`config.mk`:
```
export PLATFORM = sky130hd
export DESIGN_NAME = keycode_event_decoder
export DESIGN_NICKNAME = d
export VERILOG_FILES = /design/src/rtl/keycode_event_decoder.sv
export SDC_FILE = /design/constraint.sdc
export NUM_CORES = 1
export LEC_CHECK = 0
export CORE_UTILIZATION = 35
export DETAILED_ROUTE_END_ITERATION = 7
export GPL_TIMING_DRIVEN = 0
export MAX_ROUTING_LAYER = met4
export PLACE_DENSITY_LB_ADDON = 0.3
export SLEW_MARGIN = 15
export SYNTH_ARGS = -nofsm -noshare
export SYNTH_HDL_FRONTEND = slang
export SYNTH_SLANG_ARGS = --single-unit
```
`constraint.sdc`:
```
create_clock -name Clk -period 3.9 [get_ports Clk]
set_input_delay 0.78 -clock Clk [delete_from_list [all_inputs] [get_ports Clk]]
set_output_delay 0.78 -clock Clk [all_outputs]
set_load 0.005 [all_outputs]
```
`src/rtl/keycode_event_decoder.sv`:
```
// Turns 4-slot USB HID "keys held" snapshots into an ordered press/release event stream.
// Optional auto-repeat of the most recently pressed key is built when KEY_REPEAT_EN is defined.
module keycode_event_decoder #(
    parameter int STABLE_CYCLES = 1000,
    parameter int FIFO_DEPTH    = 8,
    parameter int REPEAT_DELAY  = 50_000_000,
    parameter int REPEAT_PERIOD = 5_000_000
) (
    input  logic        Clk,
    input  logic        Reset,
    input  logic [31:0] keycode_i,
    output logic        ev_valid,
    input  logic        ev_ready,
    output logic [7:0]  ev_code,
    output logic        ev_press,
    output logic        ev_repeat,
    output logic [2:0]  held_count,
    output logic        overflow
);
    localparam int CNT_W = $clog2(STABLE_CYCLES + 1);
    localparam int PTR_W = $clog2(FIFO_DEPTH);

    typedef enum logic [2:0] {IDLE, FILTER, SCAN_REL, SCAN_PRS, COMMIT} state_t;

    state_t           state_reg;
    logic [31:0]      committed_reg;
    logic [31:0]      candidate_reg;
    logic [CNT_W-1:0] cnt_reg;
    logic [1:0]       idx_reg;
    logic [2:0]       held_count_reg;
    logic             overflow_reg;

    logic [7:0] com_byte  [4];
    logic [7:0] cand_byte [4];
    logic [3:0] com_uniq, cand_uniq, com_in_cand, cand_in_com;
    logic [3:0] rel_ok, prs_ok;
    logic [2:0] cand_held;

    for (genvar gi = 0; gi < 4; gi++) begin : g_slot
        assign com_byte[gi]  = committed_reg[8*gi +: 8];
        assign cand_byte[gi] = candidate_reg[8*gi +: 8];
        assign rel_ok[gi]    = com_uniq[gi] & ~com_in_cand[gi];
        assign prs_ok[gi]    = cand_uniq[gi] & ~cand_in_com[gi];
    end

    // A slot counts only if nonzero and not a repeat of an earlier slot in the same snapshot.
    always_comb begin
        com_uniq    = '0;
        cand_uniq   = '0;
        com_in_cand = '0;
        cand_in_com = '0;
        for (int i = 0; i < 4; i++) begin
            com_uniq[i]  = (com_byte[i] != 8'h00);
            cand_uniq[i] = (cand_byte[i] != 8'h00);
            for (int j = 0; j < i; j++) begin
                if (com_byte[j] == com_byte[i])
                    com_uniq[i] = 1'b0;
                if (cand_byte[j] == cand_byte[i])
                    cand_uniq[i] = 1'b0;
            end
            for (int j = 0; j < 4; j++) begin
                if (com_byte[i] == cand_byte[j])
                    com_in_cand[i] = 1'b1;
                if (cand_byte[i] == com_byte[j])
                    cand_in_com[i] = 1'b1;
            end
        end
    end

    assign cand_held = 3'(cand_uniq[0]) + 3'(cand_uniq[1]) + 3'(cand_uniq[2]) + 3'(cand_uniq[3]);

    logic       scan_push;
    logic [7:0] scan_code;
    assign scan_push = ((state_reg == SCAN_REL) && rel_ok[idx_reg]) ||
                       ((state_reg == SCAN_PRS) && prs_ok[idx_reg]);
    assign scan_code = (state_reg == SCAN_PRS) ? cand_byte[idx_reg] : com_byte[idx_reg];

    // Event FIFO: entry = {repeat, press, code}; head is read straight from the storage array.
    logic [9:0]       fifo_mem [FIFO_DEPTH];
    logic [PTR_W-1:0] wr_ptr_reg, rd_ptr_reg;
    logic [PTR_W:0]   count_reg;
    logic             full, pop, push_req, push_ok;
    logic [9:0]       push_data, head;
    logic             rep_push_req;
    logic [7:0]       rep_push_code;

    assign full      = (count_reg == (PTR_W+1)'(FIFO_DEPTH));
    assign ev_valid  = (count_reg != '0);
    assign pop       = ev_valid & ev_ready;
    assign push_req  = scan_push | rep_push_req;
    assign push_ok   = push_req & (~full | pop);
    assign push_data = scan_push ? {1'b0, (state_reg == SCAN_PRS), scan_code}
                                 : {1'b1, 1'b1, rep_push_code};
    assign head      = ev_valid ? fifo_mem[rd_ptr_reg] : 10'd0;
    assign ev_repeat = head[9];
    assign ev_press  = head[8];
    assign ev_code   = head[7:0];

    always_ff @(posedge Clk) begin
        if (push_ok)
            fifo_mem[wr_ptr_reg] <= push_data;
    end

    always_ff @(posedge Clk) begin
        if (Reset) begin
            wr_ptr_reg <= '0;
            rd_ptr_reg <= '0;
            count_reg  <= '0;
        end else begin
            if (push_ok)
                wr_ptr_reg <= wr_ptr_reg + PTR_W'(1);
            if (pop)
                rd_ptr_reg <= rd_ptr_reg + PTR_W'(1);
            case ({push_ok, pop})
                2'b10:   count_reg <= count_reg + (PTR_W+1)'(1);
                2'b01:   count_reg <= count_reg - (PTR_W+1)'(1);
                default: count_reg <= count_reg;
            endcase
        end
    end

    always_ff @(posedge Clk) begin
        if (Reset) begin
            state_reg      <= IDLE;
            committed_reg  <= '0;
            candidate_reg  <= '0;
            cnt_reg        <= '0;
            idx_reg        <= '0;
            held_count_reg <= '0;
            overflow_reg   <= 1'b0;
        end else begin
            if (scan_push && full && !pop)
                overflow_reg <= 1'b1;
            case (state_reg)
                IDLE: begin
                    if (keycode_i != committed_reg) begin
                        state_reg     <= FILTER;
                        candidate_reg <= keycode_i;
                        cnt_reg       <= CNT_W'(1);
                    end
                end
                FILTER: begin
                    if (keycode_i == committed_reg) begin
                        state_reg <= IDLE;
                    end else if (keycode_i != candidate_reg) begin
                        candidate_reg <= keycode_i;
                        cnt_reg       <= CNT_W'(1);
                    end else if (cnt_reg == CNT_W'(STABLE_CYCLES)) begin
                        state_reg <= SCAN_REL;
                        idx_reg   <= '0;
                    end else begin
                        cnt_reg <= cnt_reg + CNT_W'(1);
                    end
                end
                SCAN_REL: begin
                    idx_reg <= idx_reg + 2'd1;
                    if (idx_reg == 2'd3)
                        state_reg <= SCAN_PRS;
                end
                SCAN_PRS: begin
                    idx_reg <= idx_reg + 2'd1;
                    if (idx_reg == 2'd3)
                        state_reg <= COMMIT;
                end
                COMMIT: begin
                    committed_reg  <= candidate_reg;
                    held_count_reg <= cand_held;
                    state_reg      <= IDLE;
                end
                default: state_reg <= IDLE;
            endcase
        end
    end

    assign held_count = held_count_reg;
    assign overflow   = overflow_reg;

`ifdef KEY_REPEAT_EN
    logic [7:0]  rep_code_reg;
    logic        rep_active_reg, rep_first_reg, rep_pend_reg, scan_evt_reg;
    logic [31:0] rep_timer_reg, rep_limit;

    assign rep_limit     = rep_first_reg ? 32'(REPEAT_DELAY - 1) : 32'(REPEAT_PERIOD - 1);
    assign rep_push_req  = rep_pend_reg & ~scan_push;
    assign rep_push_code = rep_code_reg;

    // Later assignments win: a release of the repeat key overrides a timer expiry in the same cycle.
    always_ff @(posedge Clk) begin
        if (Reset) begin
            rep_code_reg   <= '0;
            rep_active_reg <= 1'b0;
            rep_first_reg  <= 1'b0;
            rep_pend_reg   <= 1'b0;
            scan_evt_reg   <= 1'b0;
            rep_timer_reg  <= '0;
        end else begin
            if (rep_push_req)
                rep_pend_reg <= 1'b0;
            if (rep_active_reg) begin
                if (rep_timer_reg == rep_limit) begin
                    rep_timer_reg <= '0;
                    rep_first_reg <= 1'b0;
                    rep_pend_reg  <= 1'b1;
                end else begin
                    rep_timer_reg <= rep_timer_reg + 32'd1;
                end
            end
            if (scan_push) begin
                scan_evt_reg <= 1'b1;
                if (state_reg == SCAN_REL && scan_code == rep_code_reg) begin
                    rep_active_reg <= 1'b0;
                    rep_pend_reg   <= 1'b0;
                end
                if (state_reg == SCAN_PRS) begin
                    rep_code_reg   <= scan_code;
                    rep_active_reg <= 1'b1;
                end
            end
            if (state_reg == COMMIT) begin
                scan_evt_reg <= 1'b0;
                if (scan_evt_reg) begin
                    rep_timer_reg <= '0;
                    rep_first_reg <= 1'b1;
                    rep_pend_reg  <= 1'b0;
                end
            end
        end
    end
`else
    assign rep_push_req  = 1'b0;
    assign rep_push_code = 8'h00;
`endif

endmodule
```
==> results.yml <==
status:
  outcome: "finished, final reports clean"
timing:
  clock.fmax_mhz: 264
  period_needed_ns: 3.79
  finalSetupViolCount: 0
  slew_headroom_pct: 36.3
  skew_ns: 0.0165
  slew_violations: 0
  setup_tns_ns: 0
  fin_crit_sh_pct: 97.2
  rsz0062_at_grt: "no"
  tightest_slew_ns: 0.954
  finalHoldViolCount: 0
routing:
  viasPerCell: 5.59
  drcViolationCount: 0
  drt_iter0_drc: 948
  ant_nets: 0
  drt_first_pass_iters: 5
  wl_mm: 36.7
  vias: 9151
  wl_per_cell_microns: 22.4
setup_path:
  crit_required_ns: 4.24
  critical_path_buf_inv_count: 3
  crit_path_frequent_cell: "nor2_1"
  critPathLaunchType: "flip-flop"
  slowest_delay_ns: 0.43
  endpoint_kind: "flip-flop"
  cp_top_family: "simple AND/OR/NAND/NOR gates"
  worstPathArrival_ns: 4.13
  crit_slowest_cell: "o32a_4"
  critPathMaxFanout: 10
  cp_cell_sequence: "buf_4, xnor2_1, nand4_1, nor2_1, nor2_1, and4_4, o32a_4, or3_1, buf_6, inv_1, ha_1, a21o_1, a21oi_2, mux2i_4, mux2_1"
  crit_type: "flip-flop to flip-flop"
yosys:
  synth_top_area_share_pct: 21.2
  synth_cells: 1149
  netlist_area_sq_um: 11300
  synth_ff_type: "dfxtp_1"
  ys_top_cells_by_area: "edfxtp_1 (21%), dfxtp_1 (17%), xnor2_1 (15%)"
  synth.distinct_cells: 66
  async_flop_share_pct: 0
  synth.most_common_cell: "xnor2_1"
  seq_area_frac_synth_pct: 38.2
  yosys.area.top_type: "edfxtp_1"
  syn_nets: 1195
  synth_seq_cells: 176
  synth_common_cells: "xnor2_1 (195), nand2_1 (145), xor2_1 (103)"
  postSynthAreaPerCell_sq_um: 9.84
  synth-edff-count: 80
  yosysWarnings: 0
pwr:
  p_switching_mw: 1.54
  seqPwrFrac_pct: 40.2
  total_leakage_power_nw: 4.55
  clkPwrFrac_pct: 36.8
  p_comb_share_pct: 22.9
  vdd_drop_max_v: 0.000287
  switching_share_pct: 31.1
  internal-power_mw: 3.42
  power.density_nw_per_um2: 380
cts:
  path_clk_slew_ns: 0.09
  post_cts_buffers: 0
  clk_latency_ns: 0.45
  cts_buffer_depth: 2
  ctsResizeCount: 7
  cts_hold_buf: 0
  cts_htree_levels: 4
  cts_inserted_buffers: 17
  cts_root_buf: "clkbuf_16"
  cts_tree: "yes"
  clkSinkCount: 176
placed_design:
  finalWeightedCongestion: 0.955
  port_buffers: 49
  dp_cells: 1604
  dp_hpwl_mm: 25.4
global_route:
  use_met2_pct: 34.3
  grt.busiest_layer: "met2"
  grt_max_degree: 22
  overflow: 0
  met1_usage_pct: 30.2
  antenna_found_initial: 0
  gr-usage-all-layers_pct: 23.0
  grt_pass1_vias: 8957
  grt_pass1_wl_mm: 55.0
  grt_use_met3_pct: 3.45
worst_hold_path:
  holdCritPathClass: "flip-flop to flip-flop"
floorplan:
  die-area_sq_um: 33000
  ios: 50
  initial_core_util_pct: 35.8
  die_w_microns: 182
  core_area_sq_um: 31600
  die_h_microns: 182
  rows: 65
final_layout:
  nNetsFinal: 1267
  drive_gt1_share_pct: 13.6
  n_antenna_cell: 0
  largest_reg_flops: 80
  stdcell_count: 1636
  area_growth_pct: 15.6
  fin_util_pct: 41.3
  nFillCells: 3026
flow_run:
  drv_cap: 0
[final timing paths]
path                                         from           end  slack (ns)  cells after the start
worst min-delay path                     overflow      overflow        0.45                      2
worst min register to register           overflow      overflow        0.45                      2
worst max-delay path            candidate_reg[29]  count_reg[3]        0.11                     15
worst max register to register  candidate_reg[29]  count_reg[3]        0.11                     15
[area by class of cell]
class                           instances  area, sq um  area share (%)
Multi-Input combinational cell        855         6390            48.9
Sequential cell                       176         4320            33.1
Buffer                                108          672            5.14
Timing Repair Buffer                   53          524            4.01
Tap cell                              402          503            3.85
Clock buffer                           17          425            3.25
Clock inverter                         15          198            1.51
Inverter                               10         37.5           0.287
[logic make-up after synthesis]
| family | synth area share, % |
|---|---|
| buffers and inverters | 5.77 |
| DFF | 38.2 |
| xor gates and xnor gates | 23.1 |
| AOI/OAI and AO/OA | 6.46 |
| adders and majority gates | 1.35 |
| and+or+nand+nor | 16.4 |
| muxes | 8.66 |
[routing by layer]
layer | part of all wire [%] | wire, microns | up-vias
met5 | 0 | 0 | -
met4 | 4.9 | 1800 | 0
met3 | 8.5 | 3130 | 111
met2 | 44 | 16200 | 479
met1 | 42 | 15600 | 4395
li1 | - | - | 4166
[layout by cell type (no fill, tap or decap), drive strengths merged, types with 36 or more instances in the layout]
| cell | Yosys | final |
|---|---|---|
| xnor2 | 195 | 195 |
| nand2 | 145 | 145 |
| xor2 | 103 | 103 |
| dfxtp | 96 | 96 |
| a21oi | 89 | 89 |
| edfxtp | 80 | 80 |
| buf | 70 | 65 |
| clkbuf | 38 | 64 |
| nand4 | 55 | 55 |
| nor2 | 51 | 51 |
| clkdlybuf4s50 | 0 | 49 |
| nor4 | 43 | 43 |
| mux4 | 36 | 36 |
[through the flow]
step                hold slack [ns]  worst slack [ns]  total power [mW]  cell area (sq um)
floorplan                     0.442             0.436              2.73              11300
global placement              0.442            -0.932              3.15              12300
detailed placement            0.445            -0.173              3.17              12400
CTS                           0.457           0.00517              4.97              13000
global route                  0.486          0.000187              5.14              13100
finish                        0.455             0.110              4.96              13100
[worst register-to-register path, stage by stage (launching register included)]
cell and delay (ns):
dfxtp_1 0.39, buf_4 0.29, xnor2_1 0.16, nand4_1 0.10, nor2_1 0.26, nor2_1 0.09, and4_4 0.20, o32a_4 0.43
or3_1 0.38, buf_6 0.15, inv_1 0.07, ha_1 0.22, a21o_1 0.18, a21oi_2 0.20, mux2i_4 0.24, mux2_1 0.32
[power groups by stage]
stage                     Clock [mW]  Sequential [mW]  Combinational, mW
after CTS                       1.84             1.99               1.14
after global routing            1.92             2.00               1.22
after detailed placement           0             2.04               1.13
after global placement             0             2.04               1.12
after floorplan                    0             2.02              0.703
final                           1.83             2.00               1.14
Power figures use the tool's default switching activity.
